--- src/rtl/user_io_ctrl_if.sv ---
// ----------------------------------------------------------------------------
// user_io_ctrl_if
// Wishbone slave bus bundle for user_io_ctrl (classic single-beat accesses).
//   wbs_stb_i / wbs_cyc_i : strobe / cycle from the master
//   wbs_we_i              : 1 = write, 0 = read
//   wbs_sel_i[3:0]        : byte lane enables
//   wbs_adr_i[31:0]       : byte address
//   wbs_dat_i[31:0]       : write data
//   wbs_ack_o             : single-cycle acknowledge from the slave
//   wbs_dat_o[31:0]       : read data from the slave
// ----------------------------------------------------------------------------
interface user_io_ctrl_if;
  logic        wbs_stb_i;
  logic        wbs_cyc_i;
  logic        wbs_we_i;
  logic [3:0]  wbs_sel_i;
  logic [31:0] wbs_dat_i;
  logic [31:0] wbs_adr_i;
  logic        wbs_ack_o;
  logic [31:0] wbs_dat_o;

  modport master (
    output wbs_stb_i, wbs_cyc_i, wbs_we_i, wbs_sel_i, wbs_dat_i, wbs_adr_i,
    input  wbs_ack_o, wbs_dat_o
  );

  modport slave (
    input  wbs_stb_i, wbs_cyc_i, wbs_we_i, wbs_sel_i, wbs_dat_i, wbs_adr_i,
    output wbs_ack_o, wbs_dat_o
  );
endinterface

--- src/rtl/user_io_ctrl.sv ---
// ----------------------------------------------------------------------------
// user_io_ctrl
// Wishbone-slave controller for the user-area GPIO pads. Holds the pad output
// data (OUT) and active-low output enables (OEB), synchronises io_in through
// two flops, and flags rising edges per pin in a sticky W1C status register
// that drives user_irq[0] when enabled.
//
// Ports:
//   wb_clk_i        sole clock, rising edge
//   wb_rst_i        synchronous active-high reset
//   wbs             Wishbone slave bundle (user_io_ctrl_if.slave)
//   io_in[NPINS]    asynchronous pad inputs
//   io_out[NPINS]   pad output data      (= OUT register)
//   io_oeb[NPINS]   pad output enables   (= OEB register, 0 drives the pad)
//   user_irq[2:0]   [0] edge interrupt, [2:1] always 0
//
// Register map (word offset from wbs_adr_i[7:0], LO = bits 31:0, HI = NPINS-1:32):
//   0x00/0x04 OUT  RW   0x08/0x0C OEB RW   0x10/0x14 IN RO
//   0x18/0x1C IRQ_EN RW 0x20/0x24 IRQ_STAT W1C   everything else reads 0
//
// Build option: define USER_IO_CTRL_LOOPBACK_EN to add LOOPBACK (offset 0x28
// bit 0); when set, driven pins feed their own OUT value into the synchroniser.
// ----------------------------------------------------------------------------
module user_io_ctrl #(
  parameter int          NPINS    = 38,
  parameter logic [31:0] ADR_BASE = 32'h3000_0000
) (
  input  logic             wb_clk_i,
  input  logic             wb_rst_i,
  user_io_ctrl_if.slave    wbs,
  input  logic [NPINS-1:0] io_in,
  output logic [NPINS-1:0] io_out,
  output logic [NPINS-1:0] io_oeb,
  output logic [2:0]       user_irq
);

  // Expand byte selects into a 32-bit lane mask.
  function automatic logic [31:0] byte_mask(input logic [3:0] sel);
    return {{8{sel[3]}}, {8{sel[2]}}, {8{sel[1]}}, {8{sel[0]}}};
  endfunction

  // Place a 32-bit lane mask onto the LO or HI half of an NPINS-wide register.
  function automatic logic [NPINS-1:0] lane_mask(input logic hi, input logic [31:0] bm);
    logic [NPINS-1:0] m;
    for (int i = 0; i < NPINS; i++) begin
      m[i] = bm[i % 32] & (hi == (i >= 32));
    end
    return m;
  endfunction

  // Replicate the 32-bit bus word across the register width.
  function automatic logic [NPINS-1:0] lane_data(input logic [31:0] d);
    logic [NPINS-1:0] v;
    for (int i = 0; i < NPINS; i++) begin
      v[i] = d[i % 32];
    end
    return v;
  endfunction

  // Return the LO or HI word of a register; unimplemented HI bits read 0.
  function automatic logic [31:0] read_word(input logic hi, input logic [NPINS-1:0] r);
    logic [63:0] w;
    w = 64'(r);
    return hi ? w[63:32] : w[31:0];
  endfunction

  logic [NPINS-1:0] out_q, out_d, oeb_q, oeb_d, en_q, en_d, stat_q, stat_d;
  logic [NPINS-1:0] s1_q, s1_d, s2_q, s2_d, prev_q, prev_d;
  logic             ack_q, ack_d, irq_q, irq_d;
  logic [31:0]      dat_q, dat_d;
`ifdef USER_IO_CTRL_LOOPBACK_EN
  logic             lb_q, lb_d;
`endif

  logic             req_s, wr_s, hi_s;
  logic [NPINS-1:0] mask_s, wdat_s, clr_s, rise_s, sync_in_s;
  logic [31:0]      rd_s;
  logic             unused_adr_s;

  assign unused_adr_s = ^wbs.wbs_adr_i[1:0];

  // Next-state logic: bus decode, register writes, read mux and edge detection.
  always_comb begin
    req_s  = wbs.wbs_stb_i & wbs.wbs_cyc_i &
             (wbs.wbs_adr_i[31:8] == ADR_BASE[31:8]);
    // Ack is a one-cycle pulse; it self-clears so back-to-back accesses see a gap.
    ack_d  = req_s & ~ack_q;
    wr_s   = ack_d & wbs.wbs_we_i;
    hi_s   = wbs.wbs_adr_i[2];
    mask_s = lane_mask(hi_s, byte_mask(wbs.wbs_sel_i));
    wdat_s = lane_data(wbs.wbs_dat_i);

    out_d  = out_q;
    oeb_d  = oeb_q;
    en_d   = en_q;
    clr_s  = {NPINS{1'b0}};
    rd_s   = 32'h0000_0000;
`ifdef USER_IO_CTRL_LOOPBACK_EN
    lb_d   = lb_q;
`endif

    case (wbs.wbs_adr_i[7:3])
      5'd0: begin
        rd_s = read_word(hi_s, out_q);
        if (wr_s) out_d = (out_q & ~mask_s) | (wdat_s & mask_s);
        else      out_d = out_q;
      end
      5'd1: begin
        rd_s = read_word(hi_s, oeb_q);
        if (wr_s) oeb_d = (oeb_q & ~mask_s) | (wdat_s & mask_s);
        else      oeb_d = oeb_q;
      end
      5'd2: begin
        rd_s = read_word(hi_s, s2_q);
      end
      5'd3: begin
        rd_s = read_word(hi_s, en_q);
        if (wr_s) en_d = (en_q & ~mask_s) | (wdat_s & mask_s);
        else      en_d = en_q;
      end
      5'd4: begin
        rd_s = read_word(hi_s, stat_q);
        if (wr_s) clr_s = wdat_s & mask_s;
        else      clr_s = {NPINS{1'b0}};
      end
`ifdef USER_IO_CTRL_LOOPBACK_EN
      5'd5: begin
        if (hi_s) begin
          rd_s = 32'h0000_0000;
          lb_d = lb_q;
        end else begin
          rd_s = {31'h0000_0000, lb_q};
          if (wr_s && wbs.wbs_sel_i[0]) lb_d = wbs.wbs_dat_i[0];
          else                          lb_d = lb_q;
        end
      end
`endif
      default: begin
        rd_s = 32'h0000_0000;
      end
    endcase

    // Read data is captured on the edge ack rises and held otherwise.
    if (ack_d) dat_d = rd_s;
    else       dat_d = dat_q;

`ifdef USER_IO_CTRL_LOOPBACK_EN
    // Driven pins (OEB = 0) observe their own output data.
    if (lb_q) sync_in_s = (out_q & ~oeb_q) | (io_in & oeb_q);
    else      sync_in_s = io_in;
`else
    sync_in_s = io_in;
`endif
    s1_d   = sync_in_s;
    s2_d   = s1_q;
    prev_d = s2_q;
    rise_s = s2_q & ~prev_q;
    // Set after clear so a new edge wins over a same-cycle W1C.
    stat_d = (stat_q & ~clr_s) | rise_s;
    irq_d  = |(stat_q & en_q);
  end

  // State registers with synchronous reset.
  always_ff @(posedge wb_clk_i) begin
    if (wb_rst_i) begin
      out_q  <= {NPINS{1'b0}};
      oeb_q  <= {NPINS{1'b1}};
      en_q   <= {NPINS{1'b0}};
      stat_q <= {NPINS{1'b0}};
      s1_q   <= {NPINS{1'b0}};
      s2_q   <= {NPINS{1'b0}};
      prev_q <= {NPINS{1'b0}};
      ack_q  <= 1'b0;
      dat_q  <= 32'h0000_0000;
      irq_q  <= 1'b0;
`ifdef USER_IO_CTRL_LOOPBACK_EN
      lb_q   <= 1'b0;
`endif
    end else begin
      out_q  <= out_d;
      oeb_q  <= oeb_d;
      en_q   <= en_d;
      stat_q <= stat_d;
      s1_q   <= s1_d;
      s2_q   <= s2_d;
      prev_q <= prev_d;
      ack_q  <= ack_d;
      dat_q  <= dat_d;
      irq_q  <= irq_d;
`ifdef USER_IO_CTRL_LOOPBACK_EN
      lb_q   <= lb_d;
`endif
    end
  end

  assign wbs.wbs_ack_o = ack_q;
  assign wbs.wbs_dat_o = dat_q;
  assign io_out        = out_q;
  assign io_oeb        = oeb_q;
  assign user_irq      = {2'b00, irq_q};

endmodule

--- src/flat_wrapper.sv ---
// flat-port wrapper written by rule: the top's interface ports become plain ports
module user_io_ctrl_flat 
#(
  parameter int          NPINS    = 38,
  parameter logic [31:0] ADR_BASE = 32'h3000_0000
)
  (wb_clk_i, wb_rst_i, io_in, io_out, io_oeb, user_irq, wbs_wbs_stb_i, wbs_wbs_cyc_i, wbs_wbs_we_i, wbs_wbs_sel_i, wbs_wbs_dat_i, wbs_wbs_adr_i, wbs_wbs_ack_o, wbs_wbs_dat_o);
  user_io_ctrl_if wbs_i ();
  input  logic wb_clk_i;
  input  logic wb_rst_i;
  input  logic [NPINS-1:0] io_in;
  output logic [NPINS-1:0] io_out;
  output logic [NPINS-1:0] io_oeb;
  output logic [2:0] user_irq;
  input wire logic [$bits(wbs_i.wbs_stb_i)-1:0] wbs_wbs_stb_i;
  input wire logic [$bits(wbs_i.wbs_cyc_i)-1:0] wbs_wbs_cyc_i;
  input wire logic [$bits(wbs_i.wbs_we_i)-1:0] wbs_wbs_we_i;
  input wire logic [$bits(wbs_i.wbs_sel_i)-1:0] wbs_wbs_sel_i;
  input wire logic [$bits(wbs_i.wbs_dat_i)-1:0] wbs_wbs_dat_i;
  input wire logic [$bits(wbs_i.wbs_adr_i)-1:0] wbs_wbs_adr_i;
  output wire logic [$bits(wbs_i.wbs_ack_o)-1:0] wbs_wbs_ack_o;
  output wire logic [$bits(wbs_i.wbs_dat_o)-1:0] wbs_wbs_dat_o;
  assign wbs_i.wbs_stb_i = wbs_wbs_stb_i;
  assign wbs_i.wbs_cyc_i = wbs_wbs_cyc_i;
  assign wbs_i.wbs_we_i = wbs_wbs_we_i;
  assign wbs_i.wbs_sel_i = wbs_wbs_sel_i;
  assign wbs_i.wbs_dat_i = wbs_wbs_dat_i;
  assign wbs_i.wbs_adr_i = wbs_wbs_adr_i;
  assign wbs_wbs_ack_o = wbs_i.wbs_ack_o;
  assign wbs_wbs_dat_o = wbs_i.wbs_dat_o;
  user_io_ctrl #(.NPINS(NPINS), .ADR_BASE(ADR_BASE)) u_core (.wb_clk_i(wb_clk_i), .wb_rst_i(wb_rst_i), .wbs(wbs_i), .io_in(io_in), .io_out(io_out), .io_oeb(io_oeb), .user_irq(user_irq));
endmodule
--- config.mk ---
export PLATFORM = sky130hd
export DESIGN_NAME = user_io_ctrl_flat
export DESIGN_NICKNAME = d
export VERILOG_FILES = /design/src/rtl/user_io_ctrl_if.sv /design/src/rtl/user_io_ctrl.sv /design/src/flat_wrapper.sv
export SDC_FILE = /design/constraint.sdc
export NUM_CORES = 1
export LEC_CHECK = 0
export BUFFER_PORTS_ARGS = -buffer_cell sky130_fd_sc_hd__buf_2
export CORE_ASPECT_RATIO = 0.7
export CORE_MARGIN = 2
export CORE_UTILIZATION = 45
export CTS_BUF_LIST = sky130_fd_sc_hd__clkbuf_16
export DETAILED_ROUTE_END_ITERATION = 12
export PLACE_DENSITY = 0.69
export REMOVE_ABC_BUFFERS = 1
export SETUP_SLACK_MARGIN = 0.4
export SYNTH_ARGS = -nofsm -noshare
export SYNTH_HDL_FRONTEND = slang
export SYNTH_SLANG_ARGS = --single-unit
--- constraint.sdc ---
create_clock -name wb_clk_i -period 2.8 [get_ports wb_clk_i]
set_input_delay 0.42 -clock wb_clk_i [delete_from_list [all_inputs] [get_ports wb_clk_i]]
set_output_delay 0.42 -clock wb_clk_i [all_outputs]
set_load 0.05 [all_outputs]
### Word level (Yosys, flattened, before mapping)

Cells that the tools add are included.

* reduce and logical (&&, ||, !) cells: 5
* muxes and demuxes: 8
* bitwise logic cells: 25
* equal/unequal tests: 5

Operator list (count)
* AND 38 bit: 7
* 2-to-1 mux 32 bit: 5
* one-hot mux 32 bit (5 select lines): 1
* bitwise OR 38 bit: 4
* NOT 38 bit: 3
* 2-to-1 mux 38 bit: 2
* OR reduction 38 bit: 1
* == test 24 x 22 -> 1 bit (second input constant): 1
* == test 5 x 2 -> 1 bit (second input constant): 2
* AND 1 bit: 9
* AND reduction 2 bit: 3
* == test 5 x 1 -> 1 bit (second input constant): 1
* == test 5 x 3 -> 1 bit (second input constant): 1
* zero test 5 bit: 1
* NOT 1 bit: 2

* input bits: 111
* output and inout port bits: 112
* register bits after elaboration: 300
* word-level logic and storage cells: 53

### Depth between registers and ports, before layout

* word-level depth: 9
* depth in mapped cells: 8
* gate-level depth less buffers: 5

### Least setup slack after synthesis

Ideal clock, no wire load.

* path type: input to register
* start: input port wbs_wbs_adr_i[6]
* end: register (tool-made name)
* library setup time: 0.128 ns
* arrival: 2.095 ns
* path buffers: 2
* cell stages on the path: 7
* required time: 2.672 ns
* slack: 0.577 ns
* cell sequence: or3_1 -> buf_2 -> or3_1 -> buf_6 -> nor4_4 -> mux2i_1 -> nor2_1

RTL lines
* start: declaration: line flat_wrapper.sv:20 `input wire logic [$bits(wbs_i.wbs_adr_i)-1:0] wbs_wbs_adr_i;`

### Worst setup path in the final report

* start: register u_core.ack_q (netlist: u_core.wbs.wbs_ack_o)
* end: register u_core.stat_q[8]

* longest elaborated chain between the ends: 8

RTL lines
* start: declaration: line user_io_ctrl.sv:69 `logic ack_q, ack_d, irq_q, irq_d;`
* start signal: assignment: line user_io_ctrl.sv:187 `ack_q <= ack_d;`
* NOT 1 bit: line user_io_ctrl.sv:87 `ack_d = req_s & ~ack_q;`
* AND 1 bit: line user_io_ctrl.sv:87
* AND 1 bit: line user_io_ctrl.sv:88 `wr_s = ack_d & wbs.wbs_we_i;`
* 2-to-1 mux 38 bit: line user_io_ctrl.sv:123 `if (wr_s) clr_s = wdat_s & mask_s;`
* 2-to-1 mux 38 bit: line user_io_ctrl.sv:102 `case (wbs.wbs_adr_i[7:3])`
* NOT 38 bit: line user_io_ctrl.sv:159 `stat_d = (stat_q & ~clr_s) | rise_s;`
* AND 38 bit: line user_io_ctrl.sv:159
* bitwise OR 38 bit: line user_io_ctrl.sv:159
* end signal: assignment: line user_io_ctrl.sv:169 `stat_q <= {NPINS{1'b0}};`
* end signal: assignment: line user_io_ctrl.sv:183 `stat_q <= stat_d;`
* end: declaration: line user_io_ctrl.sv:67 `logic [NPINS-1:0] out_q, out_d, oeb_q, oeb_d, en_q, en_d, stat_q, stat_d;`

Every way passes these cells.
A chain may end at the register's enable or synchronous reset.

==> results.yml <==
run_status:
  outcome: "complete, no violations"
cells_and_area:
  final_nets: 1450
  area_delta_synth_final_pct: 24.1
  fin_area_sq_um: 14000
  stdcell_count: 1687
  utilization: 0.569
  drive_gt1_frac: 0.254
clocking:
  cts_inserted_buffers: 28
  clk_pin_slew_ps: 70
  cts_sinks: 300
  clk-insertion-delay-late_ps: 540
  root_buffer: "clkbuf_16"
  hold_buffers: 0
  tritoncts: "done"
  clock_path_buffers: 3
  cts_setup_buffers: 0
  cts_resized: 0
  htreeDepth: 1
power:
  leakage_uw: 0.00571
  power_uw: 8760
  p_per_area_nw_per_um2: 624
  ir_drop_mv: 0.423
detailed_routing:
  wl_per_cell_um: 19.2
  ant_nets: 0
  drc: 0
  drt_pass1_iterations: 7
  routed_via_density: 5.50
  wirelength_um: 32300
  drtIter0Drc: 792
  vias: 9280
placed_design:
  place_congestion: 0.844
  dp.final_hpwl_um: 22200
  placedInstanceArea_sq_um: 13100
  io_buffer_count: 218
  dpl.cell_count: 1634
synth:
  synth-seq-cells: 300
  ys_types: 42
  async_reset_ff_frac: 0
  yosys_warnings: 0
  ys.flop_type: "dfxtp_1"
  synth_edf_count: 0
  syn_area_per_cell_sq_um: 10.1
  syn-cell-area_sq_um: 11300
  yosysSeqAreaShare: 0.531
  syn_inst: 1117
sta:
  report.final.hold_viol_count: 0
  max-slew-margin-rel: 0.576
  layout_min_cycle_time_ps: 1960
  max_freq_mhz: 511
  fin_crit_sh: 0.699
  slew_violations: 0
  fin_skew_ps: 7.85
  tns_ps: 0
  tightest_slew_ps: 634
  setup_viol: 0
  rsz0062_at_grt: "no"
setup_path:
  crit_path_start_kind: "register"
  end_kind: "register"
  rr_startpoint: "u_core.wbs.wbs_ack_o"
  crit_type: "register to register"
  cp.arrival_ps: 2360
  worstPathMaxFanout: 13
  crit_required_ps: 3210
  crit_path_start: "u_core.wbs.wbs_ack_o"
floorplan:
  rows: 48
  initial_core_util: 0.458
  die_h_um: 137
  die_w_um: 194
  io-pin-count: 223
  design.die.area_sq_um: 26500
  core_sq_um: 24700
global_route:
  antenna_found_initial: 3
  grt_usage: 0.238
  grt_pass1_wl_um: 49800
  grt_pass1_vias: 8736
  grt_max_degree: 127
  grt_overflow: 0
worst_hold_path:
  hp-class: "input port to register"
  hp-start: "io_in[8]"
job:
  drv_cap: 0
[cells in the mapped netlist, types with 10 or more instances]
library cell    n  share of area
clkbuf_1       64          0.021
nand2b_1       39          0.022
nor4_4         13          0.024
nor2_1         97          0.032
nand2_1        31          0.010
mux2i_1        93          0.082
buf_2          10         0.0044
a22oi_1        42          0.028
inv_1          32          0.011
o21ai_0        38          0.017
a21oi_1        50          0.022
a31oi_1        27          0.015
nor2b_1       116          0.064
dfxtp_1       300           0.53
nor3_1         34          0.015
a32o_1         26          0.023
a222oi_1       26          0.023
[through the flow]
stage	hold slack, ps	worst slack (ps)
2_1_floorplan	414	-1060
5_1_grt	87.3	666
3_3_place_gp	417	376
4_1_cts	74.1	841
6_report	86.5	842
3_5_place_dp	421	349
[path summary, 6_finish.rpt]
path / endpoint / slack, ps / cells after the start
max: u_core.stat_q[8] / 840 / 7
min: u_core.s1_q[8] / 90 / 2
max reg2reg: u_core.stat_q[8] / 840 / 7
min reg2reg: u_core.prev_d[2] / 430 / 1
[kinds of logic after synthesis]
group / synth area share
other: 0.000331
flip-flops: 0.531
multiplexers: 0.0912
AND/OR/NAND/NOR: 0.188
AO/OA/AOI/OAI: 0.149
buffers and inverters: 0.0402
[critical path, cell delays in order, from the launching register on]
cell,delay [ps]
dfxtp_1,320
nor4_1,160
nand4_1,110
buf_4,220
or4_1,510
buf_4,200
o21ai_0,190
a21oi_1,90
[power breakdown]
group          internal [uW]  total [uW]  switching, uW
Combinational            165         406            240
Clock                   2270        3940           1670
Sequential              4360        4410           52.2
Total                   6790        8760           1960
[layout by cell type (no fill, tap or decap), types with 7 or more instances in the layout]
cell       Yosys  routed
a21oi_1       50      50
a221oi_1       9       9
a222oi_1      26      26
a22oi_1       42      42
a31oi_1       27      27
a32o_1        26      26
buf_12         0      13
buf_2         10     217
buf_4          3      40
clkbuf_16      0      29
clkinv_2       0       7
dfxtp_1      300     300
inv_1         32      33
mux2i_1       93      93
nand2_1       31      31
nand2b_1      39      39
nand3_1        7       7
nor2_1        97      96
nor2b_1      116     116
nor3_1        34      34
nor4_1         7       7
nor4_4        13      13
o21ai_0       38      38
[metal layers]
| layer | track usage | vias up | routed length (um) |
|---|---|---|---|
| met4 | 0.0517 | 2 | 546 |
| met5 | 0 | - | 11 |
| met1 | 0.352 | 4415 | 15400 |
| met3 | 0.0532 | 51 | 2690 |
| li1 | - | 4441 | - |
| met2 | 0.353 | 371 | 13700 |
[area by class of cell]
type                    instances  area, sq um
flip-flops and latches        300         6010
multi-input cells             705         4880
clock inverters                22          228
clock buffers                  29          726
repair buffers                271         1660
fillers                      2219        10600
diodes                          2         5.00
inverters                      33          124
well taps                     325          407
Power figures use the tool's default switching activity.
